==> config.mk <==
export PLATFORM = sky130hd
export DESIGN_NAME = uart_tx
export DESIGN_NICKNAME = d
export VERILOG_FILES = /design/src/rtl/uart_tx.sv
export SDC_FILE = /design/constraint.sdc
export NUM_CORES = 1
export LEC_CHECK = 0
export CAP_MARGIN = 10
export CORE_MARGIN = 2
export CORE_UTILIZATION = 50
export DETAILED_ROUTE_END_ITERATION = 10
export PLACE_DENSITY = 0.75
export SLEW_MARGIN = 20
export SYNTH_ARGS = -nofsm -noshare
export SYNTH_HDL_FRONTEND = slang
export SYNTH_SLANG_ARGS = --single-unit
==> constraint.sdc <==
create_clock -name clk_i -period 1.9 [get_ports clk_i]
set_clock_uncertainty 0.1 [all_clocks]
set_input_delay 0.38 -clock clk_i [delete_from_list [all_inputs] [get_ports clk_i]]
set_output_delay 0.38 -clock clk_i [all_outputs]
set_load 0.05 [all_outputs]
==> src/rtl/uart_tx.sv <==
// uart_tx: 8N1 UART transmit serializer that pops bytes from a TX FIFO and sends them LSB first.
// Define UART_TX_PARITY_EN to insert an even-parity bit between the data bits and the stop bit.
module uart_tx #(
  parameter int ClksPerBit = 868,
  parameter int DataWidth  = 8
) (
  input  logic                 clk_i,
  input  logic                 rst_ni,
  input  logic                 fifo_empty_i,
  input  logic [DataWidth-1:0] fifo_rd_data_i,
  output logic                 fifo_rd_en_o,
  output logic                 tx_o,
  output logic                 busy_o,
  output logic                 tx_done_o
);

  localparam int CntW = (ClksPerBit > 1) ? $clog2(ClksPerBit) : 1;
  localparam int BitW = (DataWidth > 1) ? $clog2(DataWidth) : 1;
  localparam logic [CntW-1:0] BaudLast = CntW'(ClksPerBit - 1);
  localparam logic [BitW-1:0] BitLast  = BitW'(DataWidth - 1);

  typedef enum logic [2:0] {
    S_IDLE   = 3'd0,
    S_FETCH  = 3'd1,
    S_START  = 3'd2,
    S_DATA   = 3'd3,
`ifdef UART_TX_PARITY_EN
    S_PARITY = 3'd4,
`endif
    S_STOP   = 3'd5
  } state_e;

  state_e               r_state, w_next_state;
  logic [CntW-1:0]      r_baud_cnt, w_baud_cnt;
  logic [BitW-1:0]      r_bit_cnt, w_bit_cnt;
  logic [DataWidth-1:0] r_shift, w_shift, w_shift_r1;
  logic                 r_tx, w_tx;
  logic                 r_busy, w_busy;
  logic                 r_done, w_done;
  logic                 w_baud_last, w_bit_last;

`ifdef UART_TX_PARITY_EN
  logic r_parity, w_parity;

  function automatic logic even_parity(input logic [DataWidth-1:0] d);
    return ^d;
  endfunction
`endif

  assign w_baud_last = (r_baud_cnt == BaudLast);
  assign w_bit_last  = (r_bit_cnt == BitLast);
  assign w_shift_r1  = r_shift >> 1;

  // The pop request is decoded from state so it can coincide with the tx_done cycle.
  assign fifo_rd_en_o = rst_ni && (r_state == S_IDLE) && !fifo_empty_i;

  // State register
  always_ff @(posedge clk_i or negedge rst_ni) begin
    if (!rst_ni) begin
      r_state <= S_IDLE;
    end else begin
      r_state <= w_next_state;
    end
  end

  // Next-state logic
  always_comb begin
    w_next_state = r_state;
    case (r_state)
      S_IDLE: begin
        if (!fifo_empty_i) w_next_state = S_FETCH;
        else               w_next_state = S_IDLE;
      end
      S_FETCH: w_next_state = S_START;
      S_START: begin
        if (w_baud_last) w_next_state = S_DATA;
        else             w_next_state = S_START;
      end
      S_DATA: begin
        if (w_baud_last && w_bit_last) begin
`ifdef UART_TX_PARITY_EN
          w_next_state = S_PARITY;
`else
          w_next_state = S_STOP;
`endif
        end else begin
          w_next_state = S_DATA;
        end
      end
`ifdef UART_TX_PARITY_EN
      S_PARITY: begin
        if (w_baud_last) w_next_state = S_STOP;
        else             w_next_state = S_PARITY;
      end
`endif
      S_STOP: begin
        if (w_baud_last) w_next_state = S_IDLE;
        else             w_next_state = S_STOP;
      end
      default: w_next_state = S_IDLE;
    endcase
  end

  // Output and datapath next values; tx is set one cycle ahead so the line is registered
  always_comb begin
    w_tx       = r_tx;
    w_shift    = r_shift;
    w_bit_cnt  = r_bit_cnt;
    w_baud_cnt = r_baud_cnt + {{(CntW-1){1'b0}}, 1'b1};
    w_done     = 1'b0;
    w_busy     = (w_next_state != S_IDLE);
`ifdef UART_TX_PARITY_EN
    w_parity   = r_parity;
`endif
    case (r_state)
      S_IDLE: begin
        w_tx       = 1'b1;
        w_bit_cnt  = {BitW{1'b0}};
        w_baud_cnt = {CntW{1'b0}};
      end
      S_FETCH: begin
        w_shift    = fifo_rd_data_i;
        w_tx       = 1'b0;
        w_bit_cnt  = {BitW{1'b0}};
        w_baud_cnt = {CntW{1'b0}};
`ifdef UART_TX_PARITY_EN
        w_parity   = even_parity(fifo_rd_data_i);
`endif
      end
      S_START: begin
        if (w_baud_last) begin
          w_tx       = r_shift[0];
          w_baud_cnt = {CntW{1'b0}};
        end else begin
          w_tx = 1'b0;
        end
      end
      S_DATA: begin
        if (w_baud_last) begin
          w_baud_cnt = {CntW{1'b0}};
          if (w_bit_last) begin
            w_bit_cnt = {BitW{1'b0}};
`ifdef UART_TX_PARITY_EN
            w_tx      = r_parity;
`else
            w_tx      = 1'b1;
`endif
          end else begin
            w_shift   = w_shift_r1;
            w_tx      = w_shift_r1[0];
            w_bit_cnt = r_bit_cnt + {{(BitW-1){1'b0}}, 1'b1};
          end
        end else begin
          w_tx = r_tx;
        end
      end
`ifdef UART_TX_PARITY_EN
      S_PARITY: begin
        if (w_baud_last) begin
          w_tx       = 1'b1;
          w_baud_cnt = {CntW{1'b0}};
        end else begin
          w_tx = r_tx;
        end
      end
`endif
      S_STOP: begin
        w_tx = 1'b1;
        if (w_baud_last) begin
          w_done     = 1'b1;
          w_baud_cnt = {CntW{1'b0}};
        end else begin
          w_done = 1'b0;
        end
      end
      default: begin
        w_tx       = 1'b1;
        w_baud_cnt = {CntW{1'b0}};
      end
    endcase
  end

  // Datapath and registered outputs; tx returns high asynchronously on reset
  always_ff @(posedge clk_i or negedge rst_ni) begin
    if (!rst_ni) begin
      r_tx       <= 1'b1;
      r_busy     <= 1'b0;
      r_done     <= 1'b0;
      r_shift    <= {DataWidth{1'b0}};
      r_bit_cnt  <= {BitW{1'b0}};
      r_baud_cnt <= {CntW{1'b0}};
`ifdef UART_TX_PARITY_EN
      r_parity   <= 1'b0;
`endif
    end else begin
      r_tx       <= w_tx;
      r_busy     <= w_busy;
      r_done     <= w_done;
      r_shift    <= w_shift;
      r_bit_cnt  <= w_bit_cnt;
      r_baud_cnt <= w_baud_cnt;
`ifdef UART_TX_PARITY_EN
      r_parity   <= w_parity;
`endif
    end
  end

  assign tx_o      = r_tx;
  assign busy_o    = r_busy;
  assign tx_done_o = r_done;

endmodule

Yosys cells after proc, flatten, opt, wreduce, memory -nomap -nowiden
Index checks and enable logic that the tools add are counted.
Word-level totals
  bits in registers: 27
  output and inout port bits: 4
Operators by class
  add/subtract/negate cells: 2
  eq/ne operators: 8
  multiplexer cells: 19
  reduce and logical (&&, ||, !) cells: 12
Operators with widths (number)
  two-way mux 10 bit: 2
  two-way mux 8 bit: 2
  case mux 8 bit (2 select lines): 1
  case mux 3 bit (5 select lines): 1
  two-way mux 3 bit: 4
  adder 10 x 1 -> 10 bit, second input constant: 1
  equality test 10 bit, second input constant: 1
  two-way mux 1 bit: 7
  equality test 3 x 2 -> 1 bit, second input constant: 2
  equality test 3 bit, second input constant: 2
  case mux 3 bit (2 select lines): 1
  inequality test 2 bit, second input constant: 2
  nonzero test 2 bit: 2
  adder 3 x 1 -> 3 bit, second input constant: 1
  equality test 3 x 1 -> 1 bit, second input constant: 1
  logical AND 1 bit: 3
  logical NOT 3 bit: 1
  case mux 1 bit (3 select lines): 1
  AND reduction 3 bit: 1
  nonzero test 3 bit: 1
  OR reduction 3 bit: 1
  AND reduction 2 bit: 1
  OR reduction 2 bit: 1
  logical NOT 1 bit: 1

Logic depth before layout (Yosys ltp)
  depth after elaboration: 5
  gate-level depth with buffers: 6
  mapped depth without buffers: 5

Least setup slack after synthesis
OpenSTA, ideal clock, no wires.
  path kind: register to register
  from: register r_baud_cnt[0]
  to: register r_shift[1]
  arrival: 1603 ps
  data required time: 1675 ps
  slack: 72 ps
  stages on the path, launching flop included: 6
  clock period less this slack: 1828 ps
  cells stage by stage: dfrtp_1 -> ha_1 -> nor3b_2 -> and3_4 -> a31oi_4 -> mux2_4
On the way
  longest elaborated chain between the ends: 3
RTL lines
  start, declared: line 34  | logic [CntW-1:0] r_baud_cnt, w_baud_cnt;
  start signal, assigned: line 191  | r_baud_cnt <= {CntW{1'b0}};
  start signal, assigned: line 201  | r_baud_cnt <= w_baud_cnt;
  equality test 10 bit: line 50  | assign w_baud_last = (r_baud_cnt == BaudLast);
  inequality test 2 bit (no source line)
  AND reduction 3 bit (no source line)
  end signal, assigned: line 189  | r_shift <= {DataWidth{1'b0}};
  end signal, assigned: line 199  | r_shift <= w_shift;
  end, declared: line 36  | logic [DataWidth-1:0] r_shift, w_shift, w_shift_r1;
Every way passes these cells.
A chain may end at the register's enable or synchronous reset.

Worst setup path after layout
  from: input port fifo_empty_i
  to: output port fifo_rd_en_o
On the way
  longest elaborated chain between the ends: 2
RTL lines
  start, declared: line 9  | input logic fifo_empty_i,
  logical NOT 1 bit
  logical AND 1 bit: line 55  | assign fifo_rd_en_o = rst_ni && (r_state == S_IDLE) && !fifo_empty_i;
  end, declared: line 11  | output logic fifo_rd_en_o,
Every way passes these cells.

==> results.ini <==
[final_layout]
n_fill_cell = 218
seqCellArea_um2 = 679
fin_util = 0.643
antenna_cells = 0
post_route_cells_drive_above_1_share = 0.261
syn_to_final_growth_pct = 22.7
final_nets = 176
multi_input_area_um2 = 727

[global_routing]
grt_antenna_before_repair = 0
first_global_vias = 1072
grt_usage = 0.178
grt_pass1_wl_mm = 4.63
overflow = 0
grt_max_degree = 28

[cts]
clk_latency_ns = 0.32
cts_buffer_depth = 2
tritoncts = yes
cts_num_sinks = 27
cts_inserted_buffers = 3
cts_root_buf = clkbuf_4
cts_max_level = 1
path_clk_slew_ns = 0.15

[yosys]
synth_cells = 137
ys_seq_area_frac = 0.473
ys_ff_latch = 27
synthArstFlopShare = 1.00
syn_area_um2 = 1430
yosysWarnings = 0
synthesis.nets = 151
synth_edf_count = 0
ys.flop_type = dfrtp_1
avgSynthCellArea_um2 = 10.4
ys_types = 39

[floorplan]
initial_core_util = 0.524
die_w_um = 57.5
dieHeight_um = 57.5
die-area_um2 = 3310
core-area_um2 = 2730
rows = 19
io_pins = 15

[worst_setup_path]
critPathLaunchType = primary input
crit_fanout = 2
crit_arrival_ns = 1.35
critPathCaptureType = output port
cp.required_ns = 1.42
crit_type = in2out

[routing]
drt-pass1-iter-count = 4
wl_per_cell_um = 13.6
drc = 0
ant_nets = 0
vias_per_cell = 5.39
drt_iter0_markers = 24
vias = 1035
wl_mm = 2.62

[placement]
gp_congestion = 0.826
dpl.hpwl_mm = 1.87
io_buffers = 14

[run_status]
outcome = completed

[sta]
setup_violations = 0
maxSlewViolCount = 0
fmax_ghz = 0.546
period_needed_ns = 1.83
fin_crit_sh = 0.964
whs_ns = 0.375
hold_violations = 0
slew_headroom = 0.774
worstMarginPinSlew_ns = 0.339
rsz0062_at_grt = false

[power]
cellPowerDensity_nw_per_um2 = 503
peakVddDrop_uv = 527
leakagePower_nw = 0.817

[job]
drv_cap = 0

[worst_hold_path]
hp-class = in2async

## synthesized netlist by cell type, types with 3 or more instances
cell	count	area, µm²
nand3_1	10	50.1
mux2_2	5	56.3
dfrtp_1	26	651
buf_2	4	20.0
nand4_1	3	18.8
nor2_1	18	67.6
mux2_4	6	90.1
nand2_1	8	30.0
o211ai_1	3	22.5
inv_1	5	18.8
ha_1	3	37.5
xnor2_1	6	52.6
nor2b_1	4	25.0
clkbuf_1	3	11.3
nand2b_1	3	18.8
## critical path: stages
cell             delay (ns)
clkdlybuf4s50_1        0.45
nor3_4                 0.15
and3b_2                0.23
buf_12                 0.14
## power breakdown
part	internal (mW)	leakage, nW	total, mW	switching (mW)
registers	0.582	0.330	0.587	0.00447
logic	0.0329	0.470	0.0519	0.0190
clock network	0.0788	0.0177	0.245	0.167
total	0.694	0.817	0.884	0.190
## layer usage
layer,routed length [µm],vias up,global-route usage
met3,72,2,0.0204
met5,0,-,0
li1,-,521,-
met4,12,0,0.0498
met1,1170,498,0.226
met2,1360,14,0.318
## kinds of logic (layout without fill, tap and decap cells)
logic type,count (synthesis),in the layout,share of synthesized area
adder cells (fa/ha/maj),3,3,0.0262
buffers and inverters,12,36,0.0350
XOR/XNOR,8,8,0.0490
multiplexers,13,13,0.116
AND/OR/NAND/NOR,57,57,0.208
AO/OA/AOI/OAI,17,17,0.0927
flip-flops,27,27,0.473
## area by class of cell
type | count | area share
sequential | 27 | 0.387
clock buffer | 3 | 0.0128
clock inverter | 1 | 0.00285
inverter | 5 | 0.0107
multi-input combinational | 98 | 0.414
tap | 31 | 0.0221
timing repair buffer | 27 | 0.151
## through the flow
stage | area, µm² | cells | power (mW) | setup slack [ns] | TNS (ns)
2_1_floorplan | 1430 | 137 | 0.613 | 0.0718 | 0
3_3_place_gp | 1660 | 184 | 0.648 | 0.0454 | 0
3_5_place_dp | 1660 | 184 | 0.650 | 0.0242 | 0
4_1_cts | 1700 | 189 | 0.896 | -0.00480 | -0.00649
5_1_grt | 1760 | 192 | 0.912 | 0.00401 | 0
6_report | 1760 | 192 | 0.884 | 0.0681 | 0
## state kept, by name (all words and copies together) (netlist names)
signal      flops
r_bit_cnt       3
busy_o          1
tx_done_o       1
r_shift         8
r_state         3
tx_o            1
r_baud_cnt     10
## cell usage in the layout (no fill, tap or decap), drive strengths merged, types with 2 or more instances in the layout
master and instances:
nand4 3, mux2i 2, xnor2 6, o211ai 3
xor2 2, ha 3, nor2 18, buf 17
nand3 10, mux2 11, nand2 8, a21oi 2
and3 2, dfrtp 26, nor3 2, nor2b 4
clkbuf 3, nand2b 3, inv 5, clkdlybuf4s50 10
o21ai 4
## final timing paths
check,slack (ns),to,cells past startpoint,start
worst max-delay path,0.07,fifo_rd_en_o,4,fifo_empty_i
worst min-delay path,0.37,r_shift[5],2,rst_ni
worst max register to register,0.09,r_shift[2],6,r_baud_cnt[1]
worst min register to register,0.43,r_shift[6],1,r_shift[6]
max in group asynchronous,1.02,tx_o,2,rst_ni
min in group clk_i,0.43,r_shift[6],1,r_shift[6]
## timing repair
action / in CTS / in global routing
setup endpoints to repair: 3 / 11
setup buffers: 1 / 3
pin swaps: 0 / 2
resized for setup: 2 / 6
hold buffers: 0 / 0
(Power assumes the default switching activity.)
